$ cat src/rtl/m_exc_pipe_pkg.sv
// ---------------------------------------------------------------------------
// m_exc_pipe_pkg
//  Shared constants for the E->M exception pipeline:
//   - MIPS ExcCode values consumed by CP0
//   - 3-bit memory-op encodings carried down the pipe
//   - data-memory / device address map
//   - m_regs_t: the E->M register bundle
//   - helpers to classify a memory op as load or store
// ---------------------------------------------------------------------------
package m_exc_pipe_pkg;

    // Exception codes
    localparam logic [4:0] EXC_INT     = 5'd0;
    localparam logic [4:0] EXC_ADEL    = 5'd4;
    localparam logic [4:0] EXC_ADES    = 5'd5;
    localparam logic [4:0] EXC_SYSCALL = 5'd8;
    localparam logic [4:0] EXC_RI      = 5'd10;
    localparam logic [4:0] EXC_OV      = 5'd12;

    // Memory op encodings (bit 2 = store)
    localparam logic [2:0] MEM_OP_NONE = 3'b000;
    localparam logic [2:0] MEM_OP_LW   = 3'b001;
    localparam logic [2:0] MEM_OP_LH   = 3'b010;
    localparam logic [2:0] MEM_OP_LB   = 3'b011;
    localparam logic [2:0] MEM_OP_SW   = 3'b101;
    localparam logic [2:0] MEM_OP_SH   = 3'b110;
    localparam logic [2:0] MEM_OP_SB   = 3'b111;

    // Address map
    localparam logic [31:0] RESET_PC_DEF = 32'h0000_3000;
    localparam logic [31:0] DM_TOP_DEF   = 32'h0000_2FFF;
    localparam logic [31:0] DEV_BASE     = 32'h0000_7F00;
    localparam logic [31:0] DEV_LIMIT    = 32'h0000_7F23;
    localparam logic [31:0] TC0_BASE     = 32'h0000_7F00;
    localparam logic [31:0] TC0_LIMIT    = 32'h0000_7F0B;
    localparam logic [31:0] TC1_BASE     = 32'h0000_7F10;
    localparam logic [31:0] TC1_LIMIT    = 32'h0000_7F1B;
    localparam logic [31:0] IG_BASE      = 32'h0000_7F20;
    localparam logic [31:0] IG_LIMIT     = 32'h0000_7F23;

    // E->M register bundle
    typedef struct packed {
        logic [31:0] pc;
        logic        bd;
        logic [4:0]  exc;
        logic [31:0] addr;
        logic [2:0]  op;
    } m_regs_t;

    function automatic logic f_is_load(input logic [2:0] op);
        return (op == MEM_OP_LW) || (op == MEM_OP_LH) || (op == MEM_OP_LB);
    endfunction

    function automatic logic f_is_store(input logic [2:0] op);
        return (op == MEM_OP_SW) || (op == MEM_OP_SH) || (op == MEM_OP_SB);
    endfunction

endpackage

$ cat src/rtl/m_exc_pipe_if.sv
// ---------------------------------------------------------------------------
// m_exc_pipe_if
//  E->M exception pipeline bus.
//   master: E-stage side / environment (drives req and E_*, observes M_*)
//   slave : m_exc_pipe (consumes req and E_*, drives M_*)
//  Signals:
//   req        flush to bubble (exception/interrupt taken)
//   E_PC/E_BD/E_ExcCode/E_addr/E_mem_op   E-stage inputs
//   M_PC/M_BD/M_addr/M_mem_op/M_ExcCode/M_exc   M-stage outputs
// ---------------------------------------------------------------------------
interface m_exc_pipe_if;
    logic        req;
    logic [31:0] E_PC;
    logic        E_BD;
    logic [4:0]  E_ExcCode;
    logic [31:0] E_addr;
    logic [2:0]  E_mem_op;

    logic [31:0] M_PC;
    logic        M_BD;
    logic [31:0] M_addr;
    logic [2:0]  M_mem_op;
    logic [4:0]  M_ExcCode;
    logic        M_exc;

    modport master (
        output req, E_PC, E_BD, E_ExcCode, E_addr, E_mem_op,
        input  M_PC, M_BD, M_addr, M_mem_op, M_ExcCode, M_exc
    );

    modport slave (
        input  req, E_PC, E_BD, E_ExcCode, E_addr, E_mem_op,
        output M_PC, M_BD, M_addr, M_mem_op, M_ExcCode, M_exc
    );
endinterface

$ cat src/rtl/m_exc_pipe_adr_checker.sv
// ---------------------------------------------------------------------------
// m_adr_checker
//  Pure combinational data-address checker for the M stage.
//  Ports:
//   addr_i      32  memory address
//   op_i        3   memory op encoding
//   fault_o     1   address exception (alignment, range or device rule)
//   is_store_o  1   op is a store (selects AdES over AdEL)
//  Config: M_DEV_CHECK_EN enables per-device rules (timer/IG ranges,
//  gaps, timer width restrictions, read-only timer COUNT).
// ---------------------------------------------------------------------------
module m_adr_checker
    import m_exc_pipe_pkg::*;
#(
    parameter logic [31:0] DM_TOP = DM_TOP_DEF
) (
    input  logic [31:0] addr_i,
    input  logic [2:0]  op_i,
    output logic        fault_o,
    output logic        is_store_o
);

    logic is_load, is_store, is_word, is_half;
    logic align_fault, range_fault, dev_fault;
    logic in_dm, in_win;

    assign is_load  = f_is_load(op_i);
    assign is_store = f_is_store(op_i);
    assign is_word  = (op_i == MEM_OP_LW) || (op_i == MEM_OP_SW);
    assign is_half  = (op_i == MEM_OP_LH) || (op_i == MEM_OP_SH);

    // Byte accesses are always aligned.
    assign align_fault = (is_word && (addr_i[1:0] != 2'b00)) ||
                         (is_half && addr_i[0]);

    // Unsigned compares: high addresses never wrap back into range.
    assign in_dm  = (addr_i <= DM_TOP);
    assign in_win = (addr_i >= DEV_BASE) && (addr_i <= DEV_LIMIT);
    assign range_fault = !(in_dm || in_win);

`ifdef M_DEV_CHECK_EN
    logic in_tc0, in_tc1, in_ig, in_timer, is_byte;

    assign in_tc0   = (addr_i >= TC0_BASE) && (addr_i <= TC0_LIMIT);
    assign in_tc1   = (addr_i >= TC1_BASE) && (addr_i <= TC1_LIMIT);
    assign in_ig    = (addr_i >= IG_BASE)  && (addr_i <= IG_LIMIT);
    assign in_timer = in_tc0 || in_tc1;
    assign is_byte  = (op_i == MEM_OP_LB) || (op_i == MEM_OP_SB);

    // Timer bases are 16-byte aligned, so COUNT (offset 8) has low nibble 8.
    assign dev_fault = (in_win && !(in_timer || in_ig)) ||
                       (in_timer && (is_half || is_byte)) ||
                       (in_timer && (op_i == MEM_OP_SW) && (addr_i[3:0] == 4'h8));
`else
    assign dev_fault = 1'b0;
`endif

    // op 000 (or any non-access encoding) never faults.
    assign fault_o    = (is_load || is_store) && (align_fault || range_fault || dev_fault);
    assign is_store_o = is_store;

endmodule

$ cat src/rtl/m_exc_pipe.sv
// ---------------------------------------------------------------------------
// m_exc_pipe
//  E->M pipeline register for exception state plus M-stage address-exception
//  detection. Produces the final M_ExcCode consumed by CP0.
//  Ports:
//   clk    pipeline clock, rising edge
//   reset  synchronous, active-high (priority over req)
//   bus    m_exc_pipe_if.slave: req, E_* in; M_* out
//  Parameters: RESET_PC (bubble PC), DM_TOP (last data-memory byte).
//  Config: M_DEV_CHECK_EN enables device rules inside m_adr_checker.
// ---------------------------------------------------------------------------
module m_exc_pipe
    import m_exc_pipe_pkg::*;
#(
    parameter logic [31:0] RESET_PC = RESET_PC_DEF,
    parameter logic [31:0] DM_TOP   = DM_TOP_DEF
) (
    input  logic         clk,
    input  logic         reset,
    m_exc_pipe_if.slave  bus
);

    m_regs_t regs_q, regs_d;
    logic    adr_fault, adr_is_store;
    logic    op_load, op_store;
    logic [4:0] exc_code;

    localparam m_regs_t BUBBLE = '{pc: RESET_PC, bd: 1'b0, exc: EXC_INT,
                                   addr: 32'h0, op: MEM_OP_NONE};

    always_comb begin
        regs_d = '{pc: bus.E_PC, bd: bus.E_BD, exc: bus.E_ExcCode,
                   addr: bus.E_addr, op: bus.E_mem_op};
    end

    always_ff @(posedge clk) begin
        if (reset || bus.req) regs_q <= BUBBLE;
        else                  regs_q <= regs_d;
    end

    m_adr_checker #(.DM_TOP(DM_TOP)) u_adr_checker (
        .addr_i     (regs_q.addr),
        .op_i       (regs_q.op),
        .fault_o    (adr_fault),
        .is_store_o (adr_is_store)
    );

    assign op_load  = f_is_load(regs_q.op);
    assign op_store = f_is_store(regs_q.op);

    // An overflow on a load/store is an address-calculation overflow, so it
    // is reported as an address error; earlier E-stage codes beat M faults.
    always_comb begin
        exc_code = EXC_INT;
        if (regs_q.exc == EXC_OV && op_load)       exc_code = EXC_ADEL;
        else if (regs_q.exc == EXC_OV && op_store) exc_code = EXC_ADES;
        else if (regs_q.exc != EXC_INT)            exc_code = regs_q.exc;
        else if (adr_fault)                        exc_code = adr_is_store ? EXC_ADES : EXC_ADEL;
    end

    assign bus.M_PC      = regs_q.pc;
    assign bus.M_BD      = regs_q.bd;
    assign bus.M_addr    = regs_q.addr;
    assign bus.M_ExcCode = exc_code;
    assign bus.M_exc     = (exc_code != EXC_INT);
    // Kill the access in the same cycle so a faulting op never reaches DM/devices.
    assign bus.M_mem_op  = (exc_code != EXC_INT) ? MEM_OP_NONE : regs_q.op;

endmodule

$ cat src/flat_wrapper.sv
// flat-port wrapper written by rule: the top's interface ports become plain ports
module m_exc_pipe_flat import m_exc_pipe_pkg::*;
#(
    parameter logic [31:0] RESET_PC = RESET_PC_DEF,
    parameter logic [31:0] DM_TOP   = DM_TOP_DEF
)
  (clk, reset, bus_req, bus_E_PC, bus_E_BD, bus_E_ExcCode, bus_E_addr, bus_E_mem_op, bus_M_PC, bus_M_BD, bus_M_addr, bus_M_mem_op, bus_M_ExcCode, bus_M_exc);
  m_exc_pipe_if bus_i ();
  input  logic clk;
  input  logic reset;
  input wire logic [$bits(bus_i.req)-1:0] bus_req;
  input wire logic [$bits(bus_i.E_PC)-1:0] bus_E_PC;
  input wire logic [$bits(bus_i.E_BD)-1:0] bus_E_BD;
  input wire logic [$bits(bus_i.E_ExcCode)-1:0] bus_E_ExcCode;
  input wire logic [$bits(bus_i.E_addr)-1:0] bus_E_addr;
  input wire logic [$bits(bus_i.E_mem_op)-1:0] bus_E_mem_op;
  output wire logic [$bits(bus_i.M_PC)-1:0] bus_M_PC;
  output wire logic [$bits(bus_i.M_BD)-1:0] bus_M_BD;
  output wire logic [$bits(bus_i.M_addr)-1:0] bus_M_addr;
  output wire logic [$bits(bus_i.M_mem_op)-1:0] bus_M_mem_op;
  output wire logic [$bits(bus_i.M_ExcCode)-1:0] bus_M_ExcCode;
  output wire logic [$bits(bus_i.M_exc)-1:0] bus_M_exc;
  assign bus_i.req = bus_req;
  assign bus_i.E_PC = bus_E_PC;
  assign bus_i.E_BD = bus_E_BD;
  assign bus_i.E_ExcCode = bus_E_ExcCode;
  assign bus_i.E_addr = bus_E_addr;
  assign bus_i.E_mem_op = bus_E_mem_op;
  assign bus_M_PC = bus_i.M_PC;
  assign bus_M_BD = bus_i.M_BD;
  assign bus_M_addr = bus_i.M_addr;
  assign bus_M_mem_op = bus_i.M_mem_op;
  assign bus_M_ExcCode = bus_i.M_ExcCode;
  assign bus_M_exc = bus_i.M_exc;
  m_exc_pipe #(.RESET_PC(RESET_PC), .DM_TOP(DM_TOP)) u_core (.clk(clk), .reset(reset), .bus(bus_i));
endmodule
$ cat config.mk
export PLATFORM = sky130hd
export DESIGN_NAME = m_exc_pipe_flat
export DESIGN_NICKNAME = d
export VERILOG_FILES = /design/src/rtl/m_exc_pipe_pkg.sv /design/src/rtl/m_exc_pipe_if.sv /design/src/rtl/m_exc_pipe_adr_checker.sv /design/src/rtl/m_exc_pipe.sv /design/src/flat_wrapper.sv
export SDC_FILE = /design/constraint.sdc
export NUM_CORES = 1
export LEC_CHECK = 0
export BUFFER_PORTS_ARGS = -buffer_cell sky130_fd_sc_hd__clkbuf_2
export CAP_MARGIN = 15
export CORE_MARGIN = 8
export CORE_UTILIZATION = 44
export DETAILED_ROUTE_END_ITERATION = 8
export PLACE_DENSITY = 0.8
export SYNTH_ARGS = -nofsm -noshare
export SYNTH_HDL_FRONTEND = slang
export SYNTH_SLANG_ARGS = --single-unit
$ cat constraint.sdc
create_clock -name clk -period 2.05 [get_ports clk]
set_input_delay 0.41 -clock clk [delete_from_list [all_inputs] [get_ports clk]]
set_output_delay 0.41 -clock clk [all_outputs]
set_load 0.005 [all_outputs]
* Word level (Yosys, flattened, before mapping)
Index checks and enable logic that the tools add are counted.
Storage, ports and cells: flip-flop bits (word level) 73, latch bits 0, bits in writable memories 0, ROM bits 0, bits of input ports 76, output and inout port bits 74, word-level logic and storage cells 42, memories kept 0
Cells by class: add/subtract/negate cells 0, $mul 0, divide/modulo/power cells 0, magnitude comparators 3, eq/ne operators 7, shift operators 0, mux-type cells 6, bitwise logic cells 0, reductions and logical operators 21
Operators with widths (count):
- 32-bit by 15-bit >= comparator with 1-bit output, second input constant | 1
- 32-bit by 14-bit less-or-equal comparator with 1-bit output, second input constant | 1
- 32-bit by 15-bit less-or-equal comparator with 1-bit output, second input constant | 1
- 5-bit 2-to-1 mux | 4
- 1-bit logical OR | 11
- 5-bit nonzero test | 2
- 3-bit equality test, second input constant | 3
- 3-bit by 2-bit equality test with 1-bit output, second input constant | 2
- 1-bit logical AND | 6
- 5-bit by 4-bit equality test with 1-bit output, second input constant | 1
- 3-bit by 1-bit equality test with 1-bit output, second input constant | 1
- 3-bit 2-to-1 mux | 1
- 2-bit nonzero test | 1
- 1-bit zero test | 1
- 1-bit 2-to-1 mux | 1

* Longest topological paths before layout
Gate-level depths: netlist of the first run.
depth after elaboration 12, gate-level depth with buffers 4, gate-level depth less buffers 4

* By module
From an unflattened synthesis of the first run, not the netlist that was laid out.
Unflattened totals: cell total of the unflattened synthesis 252, area, all modules 2692.6 µm²
Modules (own cells, without submodules):
- m_exc_pipe | times used 1, cells each 235, area an instance 2551.2 µm², seq. area each 1461.4 µm²
- m_adr_checker | times used 1, cells each 17, area an instance 141.4 µm², seq. area each 0.0 µm²

* Worst setup path after synthesis of the first run
Ideal clock, no wire load.
path type register to output, start reg u_core.regs_q, in the netlist u_core.bus.M_addr[15], end out bus_M_ExcCode[0], arrival time 1.302 ns, required time 1.640 ns, slack 0.338 ns, stages on the path, launching flop included 5, path buffers 0, path through dfxtp_1 > or3_1 > a2111oi_4 > a31oi_2 > a31o_1
On the way: cells in the longest elaborated chain, start to end 10, elaborated cells between the ends (all ways) 12, those cells by class 3 x order compare; 4 x mux; 5 x reduce/logical
RTL lines:
- start: declaration | RTL line m_exc_pipe.sv:23 | m_regs_t regs_q, regs_d;
- start signal: assignment | RTL line m_exc_pipe.sv:38 | else regs_q <= regs_d;
- 32-bit by 15-bit >= comparator with 1-bit output / 32-bit by 15-bit less-or-equal comparator with 1-bit output (equally long branches) | RTL line m_exc_pipe_adr_checker.sv:38 | assign in_win = (addr_i >= DEV_BASE) && (addr_i <= DEV_LIMIT);
- 1-bit logical AND | RTL line m_exc_pipe_adr_checker.sv:38
- 1-bit logical OR * | RTL line m_exc_pipe_adr_checker.sv:39 | assign range_fault = !(in_dm || in_win);
- 1-bit zero test * | RTL line m_exc_pipe_adr_checker.sv:39
- 1-bit logical OR * | RTL line m_exc_pipe_adr_checker.sv:59 | assign fault_o = (is_load || is_store) && (align_fault || range_fault || dev_fault);
- 1-bit logical AND * | RTL line m_exc_pipe_adr_checker.sv:59
- 5-bit 2-to-1 mux * | RTL line m_exc_pipe.sv:58 | else if (adr_fault) exc_code = adr_is_store ? EXC_ADES : EXC_ADEL;
- 5-bit 2-to-1 mux * | RTL line m_exc_pipe.sv:57 | else if (regs_q.exc != EXC_INT) exc_code = regs_q.exc;
- 5-bit 2-to-1 mux * | RTL line m_exc_pipe.sv:56 | else if (regs_q.exc == EXC_OV && op_store) exc_code = EXC_ADES;
- 5-bit 2-to-1 mux * | RTL line m_exc_pipe.sv:55 | if (regs_q.exc == EXC_OV && op_load) exc_code = EXC_ADEL;
- end: declaration | RTL line flat_wrapper.sv:21 | output wire logic [$bits(bus_i.M_ExcCode)-1:0] bus_M_ExcCode;
Every way passes the cells marked *; elsewhere a longest branch is shown, timed or not.

* Worst setup path in the final report of the first run
Same ends and word-level chain as after synthesis.

==> impl_results.md, run 1 <==
* Outcome: finished, violations left
* Failing checks: setup timing
* Fraction of layout cells with a size suffix above 1 at 0.5087
* Drt pass-1 iters at 3
* Total power at a little under 3 mW
* Area contributors post-synth: dfxtp_1 54%, buf_4 18%, and2_1 17%
* Hold crit path type: input port to flip-flop
* CP required at around 1600 ps
* Critical path class: flip-flop to output port
* RSZ-0062 raised after global routing: true
* Hold bufs inserted after CTS at 0
* Main synth FF type: dfxtp_1
* Setup tns final at -506.4 ps
* # clock sinks at 73
* CP max FO at 4
* CP endpoint: bus_M_ExcCode[0]
* Largest net degree at the start of global routing at 48
* Port Buffers at 149
* Relative slew slack at 0.7186
* Arrival time worst endpoint at ~1800 ps
* Via density at ~4.2
* Max-Cap Viols at 0
* P_int at approximately 2.3 mW
* Levels on crit path at 5
* TritonCTS clock tree: done
* Fillers at ~550
* Switch Pwr at 0.6202 mW
* Synth async-reset ratio at 0
* Most common cell in the netlist: dfxtp_1
* Core area at between 5000 and 6000 um^2
* Dominant cell type by area after synthesis: dfxtp_1
* Die height at between 90 and 100 um
* Clock transition at path regs at approximately 70 ps
* RePlAce Congestion at around 0.73
* EDFF count, synth at 0
* Starting DRT DRC Count at 39
* Synthesized area per cell at 10.60 um^2
* Starting Density at 0.4531
* Sequential-to-total area share from yosys stat at 0.5448
* Synthesized Nets at 329
* Slew Viols, Final at 0
* Final min period at ~2200 ps
* Die width at between 90 and 100 um
* Number of global-route vias before repair at just under 2000
* Period utilization at 1.060
* Routed len/inst at between 10 and 15 um
* Final WL at 5690 um
* Critical path, cell by cell: or3_4 -> a2111oi_4 -> a31oi_2 -> a31o_1 -> clkbuf_2
* DP HPWL at 4616 um
* # IOs at 150
* CTS buffer count at 9
* Top post-synthesis cells by count: 73 x dfxtp_1, 71 x and2_1, 64 x buf_4
* Crit. End Element: output port
* Area Growth Syn to Fin at 22.57%
* Clk buf depth at 2
* Synthesized instance count at 253
* Setup Fix Bufs, Post-CTS at 0
* Final Hold Viols at 0
* CP Launch Type: flip-flop
* Clk network pwr share at 0.410
* Place WS at slightly below 200 ps
* # DRC at 0
* First-pass GRT wire length at 9114 um
* Post-synthesis register bit count at between 70 and 80
* Switching portion of total power at 0.2103
* F_max at 0.4601 GHz
* Leakage power at approximately 1.7 nW
* Gr usage total at 0.1327
* Crit path max-delay family: compound AO/OA/AOI/OAI gates
* Flop pwr share at 0.509
* Area of the die at between 8000 and 9000 um^2
* VDD IR max at around 700 uV
* Gate power share at 0.081
* Post-synthesis cell type count at 28
* Final setup viols at 6
* H-tree depth at 3
* Synth top area share at 0.5448
* Setup ws final at -123.3 ps
* Vias at between 1500 and 2000
* DP Area at between 3000 and 4000 um^2
* Ys Warns at 0
* Initial antenna violation count at 0
* Cell Rows at 28
* Routed Antenna Nets at 0
* Finished Core Util at 0.5554
* Measured slew at the worst slew-check pin at 421.1 ps
* N_diodes at 0
* WP buf/inv at 1
* Pwr dens at ~900 nW/um^2
* Post-Syn Area at about 2700 um^2
* CTS root buffer: clkbuf_8
* CP Launch Point: u_core.bus.M_addr[15]
* Crit path max-delay cell type: or3_4
* Post-Layout Inst Area at 3288 um^2
* Largest stage delay, worst path at slightly below 400 ps
* GRT overflow at 0
* Hold path depth at 2
* Final #Nets at between 400 and 500
-- what timing repair did --
item / 4_1_cts / 5_1_grt
resized for setup: 7 / 1
pin swaps: 4 / 3
endpoints found under the setup margin: 6 / 6
-- layout make-up --
cell class	instances	area (um^2)	area share
flip-flops and latches	73	1463	0.4448
well taps	75	93.84	0.02854
repair buffers	151	773.2	0.2352
clock inverters	5	80.08	0.02435
clock buffers	10	137.6	0.04186
inverters	2	7.507	0.002283
multi-input cells	105	733.2	0.2230
-- power groups by stage --
| stage | combinational (mW) | sequential (mW) | clock [mW] |
|---|---|---|---|
| finish | 0.238 | 1.50 | 1.21 |
| global route | 0.269 | 1.51 | 1.32 |
| CTS | 0.244 | 1.50 | 1.25 |
| detailed placement | 0.238 | 1.53 | 0 |
| global placement | 0.235 | 1.53 | 0 |
| floorplan | 0.159 | 1.53 | 0 |
-- metal layers --
| layer | share of wire | track usage | routed length (um) | vias up |
|---|---|---|---|---|
| li1 | - | - | - | 911 |
| met5 | 0 | 0 | 0 | - |
| met2 | 0.50 | 0.2316 | 2868 | 83 |
| met1 | 0.37 | 0.1260 | 2086 | 768 |
| met4 | 0.020 | 0.06473 | 111 | 0 |
| met3 | 0.11 | 0.06715 | 623 | 12 |
-- state kept, by name, summed over array words and instances (netlist names) --
| signal | count |
|---|---|
| u_core.bus.M_addr | 32 |
| u_core.bus.M_PC | 32 |
| u_core.regs_q | 8 |
| u_core.bus.M_BD | 1 |
-- cells in the final DEF, fill, tap and decap left out, types with 2 or more instances in the layout --
| cell type | instances |
|---|---|
| clkbuf_2 | 148 |
| dfxtp_1 | 72 |
| or3_1 | 2 |
| clkinvlp_4 | 2 |
| nor4_1 | 4 |
| and2_1 | 71 |
| clkbuf_8 | 10 |
| inv_1 | 2 |
| nor2_1 | 4 |
| nand2_1 | 2 |
| bufinv_16 | 2 |
-- kinds of logic after synthesis --
family                 count (synthesis)  share of synthesized area
AO/OA/AOI/OAI                          9                    0.04012
buffers and inverters                 75                     0.1945
flip-flops                            73                     0.5448
XOR/XNOR                               1                   0.003266
AND/OR/NAND/NOR                       95                     0.2174
-- how the worst min path moves through the flow --
stage | start | end | slack, ps
floorplan | bus_E_PC[12] | u_core.bus.M_PC[12] | 510
global placement | bus_E_PC[13] | u_core.bus.M_PC[13] | 590
detailed placement | bus_E_PC[12] | u_core.bus.M_PC[12] | 590
CTS | bus_E_PC[12] | u_core.bus.M_PC[12] | 250
global route | bus_E_PC[12] | u_core.bus.M_PC[12] | 250
finish | bus_E_PC[12] | u_core.bus.M_PC[12] | 260
-- through the flow --
step	hold WS (ps)	instances
2_1_floorplan	508.8	253
3_3_place_gp	587.5	406
3_5_place_dp	595.0	406
4_1_cts	247.8	421
5_1_grt	252.3	421
6_report	264.0	421
(Power assumes the default switching activity.)
==> run 2: changes to the inputs <==
Settings changed: BUFFER_PORTS_ARGS -buffer_cell sky130_fd_sc_hd__clkbuf_2 to -buffer_cell sky130_fd_sc_hd__buf_2, PLACE_DENSITY 0.8 to 0.85.
==> run 2 against run 1 <==
The flow still finishes with violations (setup timing). Routed wire length rose by 3.9%. Hold slack got worse by 8.3 ps. Clock-buffer cell count rose by 1. Utilization rose by 0.34 points. Setup slack got worse by 59 ps. Power rose by 4.6%. Critical endpoint unchanged.
==> impl_results.md, run 2 (same netlist as run 1, synthesis figures left out) <==
* Crit. End Element: output port
* Port Buffers at 149
* Period utilization at 1.089
* Critical path class: flip-flop to output port
* Die width at 94.08 um
* RePlAce Congestion at roughly 0.75
* Starting DRT DRC Count at 22
* Arrival time worst endpoint at between 1500 and 2000 ps
* CP max FO at 4
* Gr usage total at 0.1369
* Max-Cap Viols at 0
* # clock sinks at 73
* Worst hold slack at 255.7 ps
* Final setup viols at 6
* Starting Density at 0.4531
* Most common cell after layout, fill and taps aside: buf_2
* Inst Count DP at approximately 400
* CTS root buffer: clkbuf_8
* Routed len/inst at between 10 and 15 um
* Final min period at about 2200 ps
* Hold path depth at 2
* Setup ws final at -182.3 ps
* VDD IR max at 444.5 uV
* CP Launch Type: flip-flop
* H-tree depth at 3
* Setup tns final at -718.0 ps
* Hold bufs inserted after CTS at 0
* Measured slew at the worst slew-check pin at ~460 ps
* Failing checks: setup timing
* Leakage power at ~1.7 nW
* TritonCTS clock tree: done
* Die height at ~94 um
* Core area at 5921 um^2
* Final #Nets at 420
* RSZ-0062 raised after global routing: true
* Most frequent cells in the layout: 148 x buf_2, 71 x and2_1, 71 x dfxtp_1
* Via density at between 4 and 5
* Hold path endpoint: u_core.bus.M_PC[13]
* First-pass GRT wire length at 9197 um
* Hold crit path type: input port to flip-flop
* Slew Viols, Final at 0
* Hold Path Origin: bus_E_PC[13]
* # DRC at 0
* CTS buffer count at 9
* Initial antenna violation count at 0
* Routed Antenna Nets at 0
* Area of the die at between 8000 and 9000 um^2
* Clock transition at path regs at ~70 ps
* DP HPWL at around 4900 um
* Clk buf depth at 2
* CP required at between 1500 and 2000 ps
* Largest net degree at the start of global routing at 27
* Vias at 1811
* Final WL at approximately 6000 um
* N_diodes at 0
* Drt pass-1 iters at 4
* Final Hold Viols at 0
* Area Growth Syn to Fin at 23.32%
* Relative slew slack at 0.6916
* Outcome: finished, violations left
* Fraction of layout cells with a size suffix above 1 at 0.5100
* Finished Layout Cells at 424
* F_max at 0.4480 GHz
* Pwr dens at about 930 nW/um^2
* CP Launch Point: u_core.bus.M_addr[15]
* GRT overflow at 0
* Cell Rows at 28
* # IOs at 150
* Number of global-route vias before repair at roughly 1900
run 2: cell count changes in the layout (fill, tap and decap cells not counted), sizes merged:
cell	change
clkinvlp	-1
bufinv	+1
buf	+150
clkbuf	-147
run 2: cell type report:
| class | instances | area (um^2) |
|---|---|---|
| clock buffer | 11 | 141.4 |
| clock inverter | 5 | 102.6 |
| fill | 554 | 2613 |
| inverter | 2 | 7.507 |
| multi-input combinational | 105 | 716.9 |
| sequential | 73 | 1464 |
| tap | 75 | 93.84 |
| timing repair buffer | 153 | 782.0 |
run 2: metal layers:
layer / part of all wire / up-vias / global-route usage
met4: 0.016 / 0 / 0.07133
met3: 0.11 / 10 / 0.07434
met2: 0.53 / 75 / 0.2433
met1: 0.34 / 812 / 0.1220
li1: - / 914 / -
met5: 0 / - / 0
run 2: metrics by stage:
stage,setup WS (ps),area [um^2],total power [mW],util
floorplan,337.9,2683,1.686,-
global placement,206.0,3038,1.761,0.5131
detailed placement,135.5,3038,1.772,0.5131
CTS,-211.8,3297,3.120,0.5568
global route,-299.5,3308,3.222,0.5587
finish,-182.3,3308,3.084,0.5587
run 2: how the worst max path moves through the flow:
stage	endpoint	cells past startpoint
2_1_floorplan	bus_M_ExcCode[0]	4
4_1_cts	bus_M_ExcCode[0]	5
6_report	bus_M_ExcCode[0]	5
3_5_place_dp	bus_M_ExcCode[0]	5
3_3_place_gp	bus_M_ExcCode[0]	5
5_1_grt	bus_M_ExcCode[0]	5
run 2: power by group:
group / switching, mW / total (mW) / internal, mW / leakage, nW
combinational: 0.0974 / 0.241 / 0.143 / 0.989
clock: 0.505 / 1.35 / 0.840 / 0.120
sequential: 0.0227 / 1.50 / 1.48 / 0.601
run 2: worst max-delay path, cell delays in order, from the launching register on:
cell       delay, ps
dfxtp_2          320
or3_4            390
a2111oi_4        250
a31oi_2          180
a31o_1           240
buf_2            120
run 2: timing repair:
item	4_1_cts	5_1_grt
resized for setup	3	2
setup buffers	1	0
endpoints found under the setup margin	6	6
pin swaps	2	0
==> run 3: changes to the inputs <==
Settings changed: ABC_AREA from default to 1, CORE_UTILIZATION 44 to 45.
==> run 3 against run 2 <==
The run now ends clean. Clock-buffer cell count up 1. Non-clock buffer count down 1. Setup slack better by 300 ps. Via count up 18%. Die area up 3.2%. Critical path depth up 5. Critical path type unchanged.
==> impl_results.md, run 3 <==
* Relative slew slack at 0.6408
* Slew Viols, Final at 0
* Measured slew at the worst slew-check pin at 538.0 ps
* Cell Rows at 29
* CP Launch Type: flip-flop
* RSZ-0062 raised after global routing: true
* CTS buffer count at 9
* Setup tns final at 0 ps
* DP Area at 3198 um^2
* Clk buf depth at 2
* Core area at roughly 6200 um^2
* CTS root buffer: clkbuf_8
* First-pass GRT wire length at between 9000 and 10000 um
* Hold path depth at 2
* Dominant cell type by area after synthesis: dfxtp_1
* Pwr dens at roughly 790 nW/um^2
* Max-Cap Viols at 0
* Most frequent cells in the layout: 149 x buf_2, 85 x inv_1, 85 x nor2_1
* DP HPWL at 5027 um
* Period utilization at 0.9406
* Via density at 4.030
* Routed len/inst at 11.71 um
* Final setup viols at 0
* Post-synthesis register bit count at 73
* # DRC at 0
* Hold path endpoint: u_core.bus.M_PC[12]
* Vias at 2132
* Synthesized area per cell at between 7 and 8 um^2
* Largest stage delay, worst path at ~330 ps
* Clock transition at path regs at about 60 ps
* Main synth FF type: dfxtp_1
* Critical path class: flip-flop to output port
* Outcome: completed
* Top post-synthesis cells by count: 86 x nor2_1, 85 x inv_1, 73 x dfxtp_1
* Hold crit path type: input port to flip-flop
* Die width at 95.59 um
* CP required at between 1500 and 2000 ps
* Initial antenna violation count at 0
* Area of the die at slightly above 9000 um^2
* Gr usage total at 0.1362
* Synthesized Nets at approximately 440
* Routed Antenna Nets at 0
* Most common cell after layout, fill and taps aside: buf_2
* F_max at slightly above 0.5 GHz
* Post-synthesis cell type count at 21
* Post-Layout Inst Area at about 3400 um^2
* RePlAce Congestion at 0.7773
* Arrival time worst endpoint at around 1500 ps
* Number of global-route vias before repair at around 2300
* Crit. End Element: output port
* H-tree depth at 3
* # clock sinks at 73
* Final WL at between 6000 and 7000 um
* Final Hold Viols at 0
* Hold Path Origin: bus_E_PC[12]
* Sequential-to-total area share from yosys stat at 0.5127
* Total power at 2.675 mW
* N_diodes at 0
* Final #Nets at between 500 and 600
* Starting DRT DRC Count at 46
* Synth top area share at 0.5127
* Area contributors post-synth: dfxtp_1 51%, buf_4 17%, nor2_1 11%
* Area Growth Syn to Fin at 18.70%
* CP max FO at 4
* Critical path, cell by cell: nand2_1 -> and2_4 -> nor2_2 -> nand2_2 -> nor2_2 -> nand2_2 -> nand2_2 -> nand2_4 -> nor2_2 -> buf_2
* Drt pass-1 iters at 3
* Die height at 95.59 um
* TritonCTS clock tree: done
* Leakage power at 2.083 nW
* GRT overflow at 0
* Synth async-reset ratio at 0
* Final min period at just under 2000 ps
* Crit path max-delay cell type: dfxtp_2
* Most common cell in the netlist: nor2_1
* Starting Density at 0.4567
* Fraction of layout cells with a size suffix above 1 at 0.4093
* Synthesized instance count at 360
* Post-Syn Area at between 2000 and 3000 um^2
* # IOs at 150
* Hold bufs inserted after CTS at 0
* Port Buffers at 149
* VDD IR max at between 500 and 600 uV
* EDFF count, synth at 0
* Ys Warns at 0
* Largest net degree at the start of global routing at between 40 and 50
run 3: layer usage:
layer  vias to the layer above  GRT usage  wire length (um)
met4                         0    0.06658               136
met3                        13    0.07087               775
met1                       911     0.1163              2089
met5                         -          0                 0
met2                        87     0.2531              3196
li1                       1121          -                 -
run 3: logic make-up after synthesis:
family | after synthesis | share of synthesized area
AO/OA/AOI/OAI | 3 | 0.006582
buffers and inverters | 160 | 0.2950
flip-flops | 73 | 0.5127
AND/OR/NAND/NOR | 124 | 0.1857
run 3: worst max path at each step:
stage | from | end | slack [ps] | depth (start not counted)
3_5_place_dp | u_core.bus.M_addr[12] | bus_M_mem_op[2] | 440 | 10
3_3_place_gp | u_core.bus.M_addr[15] | bus_M_mem_op[1] | 480 | 9
6_report | u_core.bus.M_addr[12] | bus_M_mem_op[2] | 120 | 10
4_1_cts | u_core.bus.M_addr[12] | bus_M_mem_op[2] | 80 | 10
5_1_grt | u_core.bus.M_addr[15] | bus_M_mem_op[2] | -40 | 9
2_1_floorplan | u_core.bus.M_addr[15] | bus_M_mem_op[0] | 600 | 8
run 3: cell type report:
type	count	area, um^2
clock inverter	1	5.005
tap	77	96.34
fill	599	2858
multi-input combinational	127	563.0
clock buffer	12	145.1
inverter	87	326.6
sequential	73	1466
timing repair buffer	152	780.7
run 3: stage by stage:
stage	setup slack, ps	hold slack (ps)	cells	utilization
2_1_floorplan	601.8	516.6	360	-
3_3_place_gp	482.2	596.2	514	0.5124
3_5_place_dp	442.4	616.9	514	0.5124
4_1_cts	80.13	270.8	527	0.5365
5_1_grt	-38.82	258.5	529	0.5421
6_report	121.7	283.7	529	0.5421
run 3: report_power, final:
group	switching, mW	total [mW]	internal (mW)
Combinational	0.136	0.275	0.139
Clock	0.449	0.900	0.451
Sequential	0.0231	1.50	1.48
Total	0.608	2.68	2.07
run 3: critical path, delay by kind of cell, from the launching register on:
| family | cells | cell delay [ps] |
|---|---|---|
| buffers and inverters | 1 | 110 |
| flip-flops | 1 | 330 |
| AND/OR/NAND/NOR | 9 | 770 |
run 3: timing repair:
action / 4_1_cts / 5_1_grt
setup buffers: 0 / 2
setup endpoints to repair: 0 / 6
gates resized for setup: 0 / 10
